[config.mk]
export PLATFORM = sky130hd
export DESIGN_NAME = axi4lite_master_flat
export DESIGN_NICKNAME = d
export VERILOG_FILES = /design/src/rtl/axi4lite_master_if.sv /design/src/rtl/axi4lite_master.sv /design/src/flat_wrapper.sv
export SDC_FILE = /design/constraint.sdc
export NUM_CORES = 1
export LEC_CHECK = 0
export CORE_MARGIN = 2
export CORE_UTILIZATION = 40
export CTS_CLUSTER_DIAMETER = 30
export DETAILED_ROUTE_END_ITERATION = 12
export PLACE_DENSITY = 0.74
export SYNTH_ARGS = -nofsm -noshare
export SYNTH_HDL_FRONTEND = slang
export SYNTH_SLANG_ARGS = --single-unit
[constraint.sdc]
create_clock -name clk -period 6.3 [get_ports clk]
set_input_delay 0.63 -clock clk [delete_from_list [all_inputs] [get_ports clk]]
set_output_delay 0.63 -clock clk [all_outputs]
set_load 0.01 [all_outputs]
[src/rtl/axi4lite_master_if.sv]
// rtl/axi4lite_master_if.sv - command, response and AXI4-Lite channel bundle for axi4lite_master
interface axi4lite_master_if #(
  parameter int addrWidth = 32,
  parameter int dataWidth = 32
);
  // command port
  logic                   cmd_valid;
  logic                   cmd_ready;
  logic                   cmd_write;
  logic [addrWidth-1:0]   cmd_addr;
  logic [dataWidth-1:0]   cmd_wdata;
  logic [dataWidth/8-1:0] cmd_wstrb;
  logic [2:0]             cmd_prot;
  // response port
  logic                   rsp_valid;
  logic                   rsp_ready;
  logic                   rsp_write;
  logic [1:0]             rsp_resp;
  logic [dataWidth-1:0]   rsp_rdata;
  // AXI4-Lite AW
  logic                   awvalid;
  logic                   awready;
  logic [addrWidth-1:0]   awaddr;
  logic [2:0]             awprot;
  // AXI4-Lite W
  logic                   wvalid;
  logic                   wready;
  logic [dataWidth-1:0]   wdata;
  logic [dataWidth/8-1:0] wstrb;
  // AXI4-Lite B
  logic                   bvalid;
  logic                   bready;
  logic [1:0]             bresp;
  // AXI4-Lite AR
  logic                   arvalid;
  logic                   arready;
  logic [addrWidth-1:0]   araddr;
  logic [2:0]             arprot;
  // AXI4-Lite R
  logic                   rvalid;
  logic                   rready;
  logic [dataWidth-1:0]   rdata;
  logic [1:0]             rresp;

  modport master (
    input  cmd_valid, cmd_write, cmd_addr, cmd_wdata, cmd_wstrb, cmd_prot, rsp_ready,
           awready, wready, bvalid, bresp, arready, rvalid, rdata, rresp,
    output cmd_ready, rsp_valid, rsp_write, rsp_resp, rsp_rdata,
           awvalid, awaddr, awprot, wvalid, wdata, wstrb, bready,
           arvalid, araddr, arprot, rready
  );

  modport slave (
    output cmd_valid, cmd_write, cmd_addr, cmd_wdata, cmd_wstrb, cmd_prot, rsp_ready,
           awready, wready, bvalid, bresp, arready, rvalid, rdata, rresp,
    input  cmd_ready, rsp_valid, rsp_write, rsp_resp, rsp_rdata,
           awvalid, awaddr, awprot, wvalid, wdata, wstrb, bready,
           arvalid, araddr, arprot, rready
  );
endinterface

[src/rtl/axi4lite_master.sv]
// rtl/axi4lite_master.sv - single-outstanding AXI4-Lite initiator; optional AXIL_MST_ALIGN_CHECK_EN rejects misaligned commands
module axi4lite_master #(
  parameter int addrWidth = 32,
  parameter int dataWidth = 32
) (
  input logic                 clk,
  input logic                 rst,
  axi4lite_master_if.master   bus
);

  if (addrWidth < 1 || (dataWidth != 32 && dataWidth != 64)) begin : gBadParams
    $error("axi4lite_master: unsupported addrWidth/dataWidth");
  end

  typedef enum logic [2:0] {
    IDLE,
    WR_REQ,
    WR_RESP,
    RD_REQ,
    RD_RESP,
    RSP
  } stateT;

  stateT state;
  logic  awDone;
  logic  wDone;
  logic  awFire;
  logic  wFire;
  logic  misaligned;

  assign awFire = bus.awvalid && bus.awready;
  assign wFire  = bus.wvalid && bus.wready;

`ifdef AXIL_MST_ALIGN_CHECK_EN
  localparam int lsbWidth = $clog2(dataWidth / 8);
  assign misaligned = |bus.cmd_addr[lsbWidth-1:0];
`else
  assign misaligned = 1'b0;
`endif

  // Transaction FSM; every output is a register updated here.
  always_ff @(posedge clk or posedge rst) begin
    if (rst) begin
      state         <= IDLE;
      awDone        <= 1'b0;
      wDone         <= 1'b0;
      bus.cmd_ready <= 1'b0;
      bus.rsp_valid <= 1'b0;
      bus.rsp_write <= 1'b0;
      bus.rsp_resp  <= 2'b00;
      bus.rsp_rdata <= '0;
      bus.awvalid   <= 1'b0;
      bus.awaddr    <= '0;
      bus.awprot    <= 3'b000;
      bus.wvalid    <= 1'b0;
      bus.wdata     <= '0;
      bus.wstrb     <= '0;
      bus.bready    <= 1'b0;
      bus.arvalid   <= 1'b0;
      bus.araddr    <= '0;
      bus.arprot    <= 3'b000;
      bus.rready    <= 1'b0;
    end else begin
      case (state)
        IDLE: begin
          bus.cmd_ready <= 1'b1;
          if (bus.cmd_valid && bus.cmd_ready) begin
            bus.cmd_ready <= 1'b0;
            if (misaligned) begin
              // Misaligned command: answer SLVERR without touching the bus.
              bus.rsp_valid <= 1'b1;
              bus.rsp_write <= bus.cmd_write;
              bus.rsp_resp  <= 2'b10;
              bus.rsp_rdata <= '0;
              state         <= RSP;
            end else if (bus.cmd_write) begin
              bus.awvalid <= 1'b1;
              bus.awaddr  <= bus.cmd_addr;
              bus.awprot  <= bus.cmd_prot;
              bus.wvalid  <= 1'b1;
              bus.wdata   <= bus.cmd_wdata;
              bus.wstrb   <= bus.cmd_wstrb;
              state       <= WR_REQ;
            end else begin
              bus.arvalid <= 1'b1;
              bus.araddr  <= bus.cmd_addr;
              bus.arprot  <= bus.cmd_prot;
              state       <= RD_REQ;
            end
          end
        end

        WR_REQ: begin
          // AW and W complete independently, in either order or together.
          if (awFire) begin
            bus.awvalid <= 1'b0;
            awDone      <= 1'b1;
          end
          if (wFire) begin
            bus.wvalid <= 1'b0;
            wDone      <= 1'b1;
          end
          if ((awDone || awFire) && (wDone || wFire)) begin
            awDone     <= 1'b0;
            wDone      <= 1'b0;
            bus.bready <= 1'b1;
            state      <= WR_RESP;
          end
        end

        WR_RESP: begin
          if (bus.bvalid) begin
            bus.bready    <= 1'b0;
            bus.rsp_valid <= 1'b1;
            bus.rsp_write <= 1'b1;
            bus.rsp_resp  <= bus.bresp;
            bus.rsp_rdata <= '0;
            state         <= RSP;
          end
        end

        RD_REQ: begin
          if (bus.arready) begin
            bus.arvalid <= 1'b0;
            bus.rready  <= 1'b1;
            state       <= RD_RESP;
          end
        end

        RD_RESP: begin
          if (bus.rvalid) begin
            bus.rready    <= 1'b0;
            bus.rsp_valid <= 1'b1;
            bus.rsp_write <= 1'b0;
            bus.rsp_resp  <= bus.rresp;
            bus.rsp_rdata <= bus.rdata;
            state         <= RSP;
          end
        end

        RSP: begin
          // Hold the response until consumed, then return every field to 0.
          if (bus.rsp_ready) begin
            bus.rsp_valid <= 1'b0;
            bus.rsp_write <= 1'b0;
            bus.rsp_resp  <= 2'b00;
            bus.rsp_rdata <= '0;
            bus.awaddr    <= '0;
            bus.awprot    <= 3'b000;
            bus.wdata     <= '0;
            bus.wstrb     <= '0;
            bus.araddr    <= '0;
            bus.arprot    <= 3'b000;
            bus.cmd_ready <= 1'b1;
            state         <= IDLE;
          end
        end

        default: state <= IDLE;
      endcase
    end
  end

endmodule

[src/flat_wrapper.sv]
// flat-port wrapper written by rule: the top's interface ports become plain ports
module axi4lite_master_flat 
#(
  parameter int addrWidth = 32,
  parameter int dataWidth = 32
)
  (clk, rst, bus_cmd_valid, bus_cmd_write, bus_cmd_addr, bus_cmd_wdata, bus_cmd_wstrb, bus_cmd_prot, bus_rsp_ready, bus_awready, bus_wready, bus_bvalid, bus_bresp, bus_arready, bus_rvalid, bus_rdata, bus_rresp, bus_cmd_ready, bus_rsp_valid, bus_rsp_write, bus_rsp_resp, bus_rsp_rdata, bus_awvalid, bus_awaddr, bus_awprot, bus_wvalid, bus_wdata, bus_wstrb, bus_bready, bus_arvalid, bus_araddr, bus_arprot, bus_rready);
  axi4lite_master_if #(.addrWidth(addrWidth), .dataWidth(dataWidth)) bus_i ();
  input logic clk;
  input logic rst;
  input wire logic [$bits(bus_i.cmd_valid)-1:0] bus_cmd_valid;
  input wire logic [$bits(bus_i.cmd_write)-1:0] bus_cmd_write;
  input wire logic [$bits(bus_i.cmd_addr)-1:0] bus_cmd_addr;
  input wire logic [$bits(bus_i.cmd_wdata)-1:0] bus_cmd_wdata;
  input wire logic [$bits(bus_i.cmd_wstrb)-1:0] bus_cmd_wstrb;
  input wire logic [$bits(bus_i.cmd_prot)-1:0] bus_cmd_prot;
  input wire logic [$bits(bus_i.rsp_ready)-1:0] bus_rsp_ready;
  input wire logic [$bits(bus_i.awready)-1:0] bus_awready;
  input wire logic [$bits(bus_i.wready)-1:0] bus_wready;
  input wire logic [$bits(bus_i.bvalid)-1:0] bus_bvalid;
  input wire logic [$bits(bus_i.bresp)-1:0] bus_bresp;
  input wire logic [$bits(bus_i.arready)-1:0] bus_arready;
  input wire logic [$bits(bus_i.rvalid)-1:0] bus_rvalid;
  input wire logic [$bits(bus_i.rdata)-1:0] bus_rdata;
  input wire logic [$bits(bus_i.rresp)-1:0] bus_rresp;
  output wire logic [$bits(bus_i.cmd_ready)-1:0] bus_cmd_ready;
  output wire logic [$bits(bus_i.rsp_valid)-1:0] bus_rsp_valid;
  output wire logic [$bits(bus_i.rsp_write)-1:0] bus_rsp_write;
  output wire logic [$bits(bus_i.rsp_resp)-1:0] bus_rsp_resp;
  output wire logic [$bits(bus_i.rsp_rdata)-1:0] bus_rsp_rdata;
  output wire logic [$bits(bus_i.awvalid)-1:0] bus_awvalid;
  output wire logic [$bits(bus_i.awaddr)-1:0] bus_awaddr;
  output wire logic [$bits(bus_i.awprot)-1:0] bus_awprot;
  output wire logic [$bits(bus_i.wvalid)-1:0] bus_wvalid;
  output wire logic [$bits(bus_i.wdata)-1:0] bus_wdata;
  output wire logic [$bits(bus_i.wstrb)-1:0] bus_wstrb;
  output wire logic [$bits(bus_i.bready)-1:0] bus_bready;
  output wire logic [$bits(bus_i.arvalid)-1:0] bus_arvalid;
  output wire logic [$bits(bus_i.araddr)-1:0] bus_araddr;
  output wire logic [$bits(bus_i.arprot)-1:0] bus_arprot;
  output wire logic [$bits(bus_i.rready)-1:0] bus_rready;
  assign bus_i.cmd_valid = bus_cmd_valid;
  assign bus_i.cmd_write = bus_cmd_write;
  assign bus_i.cmd_addr = bus_cmd_addr;
  assign bus_i.cmd_wdata = bus_cmd_wdata;
  assign bus_i.cmd_wstrb = bus_cmd_wstrb;
  assign bus_i.cmd_prot = bus_cmd_prot;
  assign bus_i.rsp_ready = bus_rsp_ready;
  assign bus_i.awready = bus_awready;
  assign bus_i.wready = bus_wready;
  assign bus_i.bvalid = bus_bvalid;
  assign bus_i.bresp = bus_bresp;
  assign bus_i.arready = bus_arready;
  assign bus_i.rvalid = bus_rvalid;
  assign bus_i.rdata = bus_rdata;
  assign bus_i.rresp = bus_rresp;
  assign bus_cmd_ready = bus_i.cmd_ready;
  assign bus_rsp_valid = bus_i.rsp_valid;
  assign bus_rsp_write = bus_i.rsp_write;
  assign bus_rsp_resp = bus_i.rsp_resp;
  assign bus_rsp_rdata = bus_i.rsp_rdata;
  assign bus_awvalid = bus_i.awvalid;
  assign bus_awaddr = bus_i.awaddr;
  assign bus_awprot = bus_i.awprot;
  assign bus_wvalid = bus_i.wvalid;
  assign bus_wdata = bus_i.wdata;
  assign bus_wstrb = bus_i.wstrb;
  assign bus_bready = bus_i.bready;
  assign bus_arvalid = bus_i.arvalid;
  assign bus_araddr = bus_i.araddr;
  assign bus_arprot = bus_i.arprot;
  assign bus_rready = bus_i.rready;
  axi4lite_master #(.addrWidth(addrWidth), .dataWidth(dataWidth)) u_core (.clk(clk), .rst(rst), .bus(bus_i));
endmodule
==> metrics.md <==
| Metric | Value |
|---|---|
| Worst path slowest cell | or4_4 |
| Num CTS Buffers | 17 |
| Via density | 4.65 |
| CP delay by family, top | simple AND/OR/NAND/NOR gates |
| Cells after Synth | 631 |
| RSZ-0062 raised after global routing | false |
| Most frequent cells in the layout | clkdlybuf4s50_1, dfrtp_1, nand2_1 |
| # rows | 47 |
| I/O Pins | 265 |
| Final Non-Filler Cells | 1120 |
| TNS Setup | 0 ns |
| Worst path cell trace | or2_4 > or4_4 > buf_4 > mux2i_1 |
| Clk buf depth | 2 |
| Endpoints failing setup | 0 |
| Chip height | 135 µm |
| CP Data Required Time | 6.57 ns |
| Ys Warns | 0 |
| Layout cells sized above 1 | 5.00% |
| Final Critical Period | 2.57 ns |
| Worst-path fanout max | 40 |
| Critical path arrival | 2.84 ns |
| HP Class | reg -> reg |
| Max cap viols | 0 |
| Proportion of synthesized chip area in sequential cells | 56.1% |
| CTS tree | done |
| Initial antenna violation count | 0 |
| Clk pin slew, worst setup/hold paths | 0.06 ns |
| Crit path kind | reg -> reg |
| Layout Nets | 1005 |
| WP buf/inv | 1 |
| H-tree depth | 4 |
| M2 GR Usage | 31.5% |
| Vias in the first global route | 5259 |
| Busiest grt layer | met2 |
| Total power | 4.69 mW |
| GRT Total Usage | 19.6% |
| Startpoint types | flop |
| Filler Cell Count | 1396 |
| WL/cell | 15.6 µm |
| Fin. Hold Viols | 0 |
| Largest stage delay, worst path | 0.77 ns |
| Final WL | 17400 µm |
| Status | complete, no violations |
| Rel. slew slack | 42.0% |
| Commonest non-fill, non-tap cell in the layout | clkdlybuf4s50_1 |
| First-pass GRT wire length | 27600 µm |
| Leakage | 5.03 nW |
| Placed insts | 1089 |
| FF/Latch Area | 3830 µm² |
| Fin crit share | 40.7% |
| HPWL Detailed | 12200 µm |
| DRC | 0 |
| Post_cts resized | 0 |
| Clk Latency, worst-skew pair | 0.42 ns |
| Chip width | 135 µm |
| Dominant synthesized flop cell | dfrtp_1 |
| Post-CTS setup repair buffer count | 0 |
| Post-synth cell types | 34 |
| Fin. max-slew vios | 0 |
| Number of synthesized flops with an enable pin | 0 |
| Yosys reg bits | 153 |
| Ys async rst share | 100% |
| DIE AREA | 18100 µm² |
| Cell area after layout | 10200 µm² |
| Largest net degree at the start of global routing | 97 |
| IO Port Bufs | 264 |
| VDD IR max | 0.000249 V |
| P&R area growth vs syn | 48.8% |
| First DRT Iteration DRCs | 211 |
| Met1 Use GR | 23.7% |
| Worst Setup End Kind | flop |
| Drt first pass iters | 4 |
| Clock sinks | 153 |
| Post-DP Area | 9550 µm² |
| GP Congestion | 0.751 |
| Vias | 5213 |
| Max Clk Rate | 390 MHz |
| Hold-fix buffers, CTS | 0 |
| Skew final | 0.00430 ns |
| Met3 Track Usage GR | 8.82% |
| Avg Inst Size Synth | 10.8 µm² |
| Syn_nets | 748 |
| Initial core utilization | 41.0% |
| N_diodes | 0 |
| Root buffer cell | clkbuf_16 |
| Synth Cell Area | 6820 µm² |
| GR Overflow Total | 0 |
| Core Box Area | 16600 µm² |
| Remaining antenna violation count | 0 |
| Multi-input gate area | 2330 µm² |
| Worst slew pin tran | 0.870 ns |
| Pwr dens | 462 nW/µm² |
## layer usage
layer,vias up,wire length [µm]
met5,-,0
met4,0,228
met3,21,1880
met2,200,8170
met1,2489,7170
li1,2503,-
## final cells by class
class	count	area share (%)
inverters	109	4.08
flip-flops and latches	153	37.7
well taps	220	2.71
clock inverters	14	1.73
clock buffers	17	4.19
repair buffers	272	26.6
multi-input cells	335	23.0
## synthesized netlist by cell type (3+ instances only)
library cell | number | area (µm²)
nand2_1 | 145 | 544
nor3b_1 | 3 | 22.5
inv_1 | 109 | 409
a21oi_1 | 5 | 25.0
o21ai_0 | 5 | 25.0
nand2b_1 | 5 | 31.3
buf_2 | 5 | 25.0
buf_12 | 7 | 140
buf_4 | 3 | 22.5
dfrtp_1 | 153 | 3830
clkbuf_1 | 14 | 52.6
buf_1 | 3 | 11.3
mux2i_1 | 143 | 1430
## worst paths after layout
kind / startpoint / to / slack (ns) / cells after the start
max reg2reg: u_core.state[0] / u_core.bus.wdata[31] / 3.73 / 4
min reg2reg: u_core.bus.rsp_valid / u_core.bus.rsp_valid / 0.49 / 1
max: u_core.state[0] / u_core.bus.wdata[31] / 3.73 / 4
min in group asynchronous: rst / u_core.bus.rsp_rdata[10] / 0.77 / 2
max in group asynchronous: rst / u_core.bus.araddr[6] / 4.26 / 3
min: u_core.bus.rsp_valid / u_core.bus.rsp_valid / 0.49 / 1
## report_power, final
group          total (mW)  internal (mW)  leakage, nW  switching [mW]
Sequential           1.69           1.42         1.95           0.271
Combinational        1.96           1.11         2.79           0.856
Clock                1.04          0.624        0.286           0.415
Total                4.69           3.15         5.03            1.54
## per-stage QoR
stage | util (%) | hold WS, ns | worst slack [ns]
floorplan | - | 0.487 | 1.55
global placement | 57.4 | 0.473 | 3.43
detailed placement | 57.4 | 0.479 | 3.40
CTS | 61.0 | 0.493 | 3.74
global route | 61.0 | 0.517 | 3.59
finish | 61.0 | 0.485 | 3.73
## sequential cells by signal, summed over array words and instances, names as in the netlist
signal	flops
u_core.awDone	1
u_core.bus.araddr	32
u_core.bus.arprot	3
u_core.bus.arvalid	1
u_core.bus.awaddr	32
u_core.bus.awprot	3
u_core.bus.awvalid	1
u_core.bus.bready	1
u_core.bus.cmd_ready	1
u_core.bus.rready	1
u_core.bus.rsp_rdata	32
u_core.bus.rsp_resp	2
u_core.bus.rsp_valid	1
u_core.bus.rsp_write	1
u_core.bus.wdata	32
u_core.bus.wstrb	4
u_core.bus.wvalid	1
u_core.state	3
u_core.wDone	1
## worst reg2reg max path: cells and delay by family (launching register included)
kind                   cells  cell delay, ns
and+or+nand+nor            2            1.12
buffers and inverters      1            0.45
DFF                        1            0.60
muxes                      1            0.25
## kinds of logic (layout without fill, tap and decap cells)
logic type             count (synthesis)  count (layout)  synth area share (%)
AO/OA/AOI/OAI                         25              25                  2.53
multiplexers                         143             143                  21.0
buffers and inverters                143             412                  10.0
flip-flops                           153             153                  56.1
AND/OR/NAND/NOR                      167             167                  10.3
(Power assumes the default switching activity.)
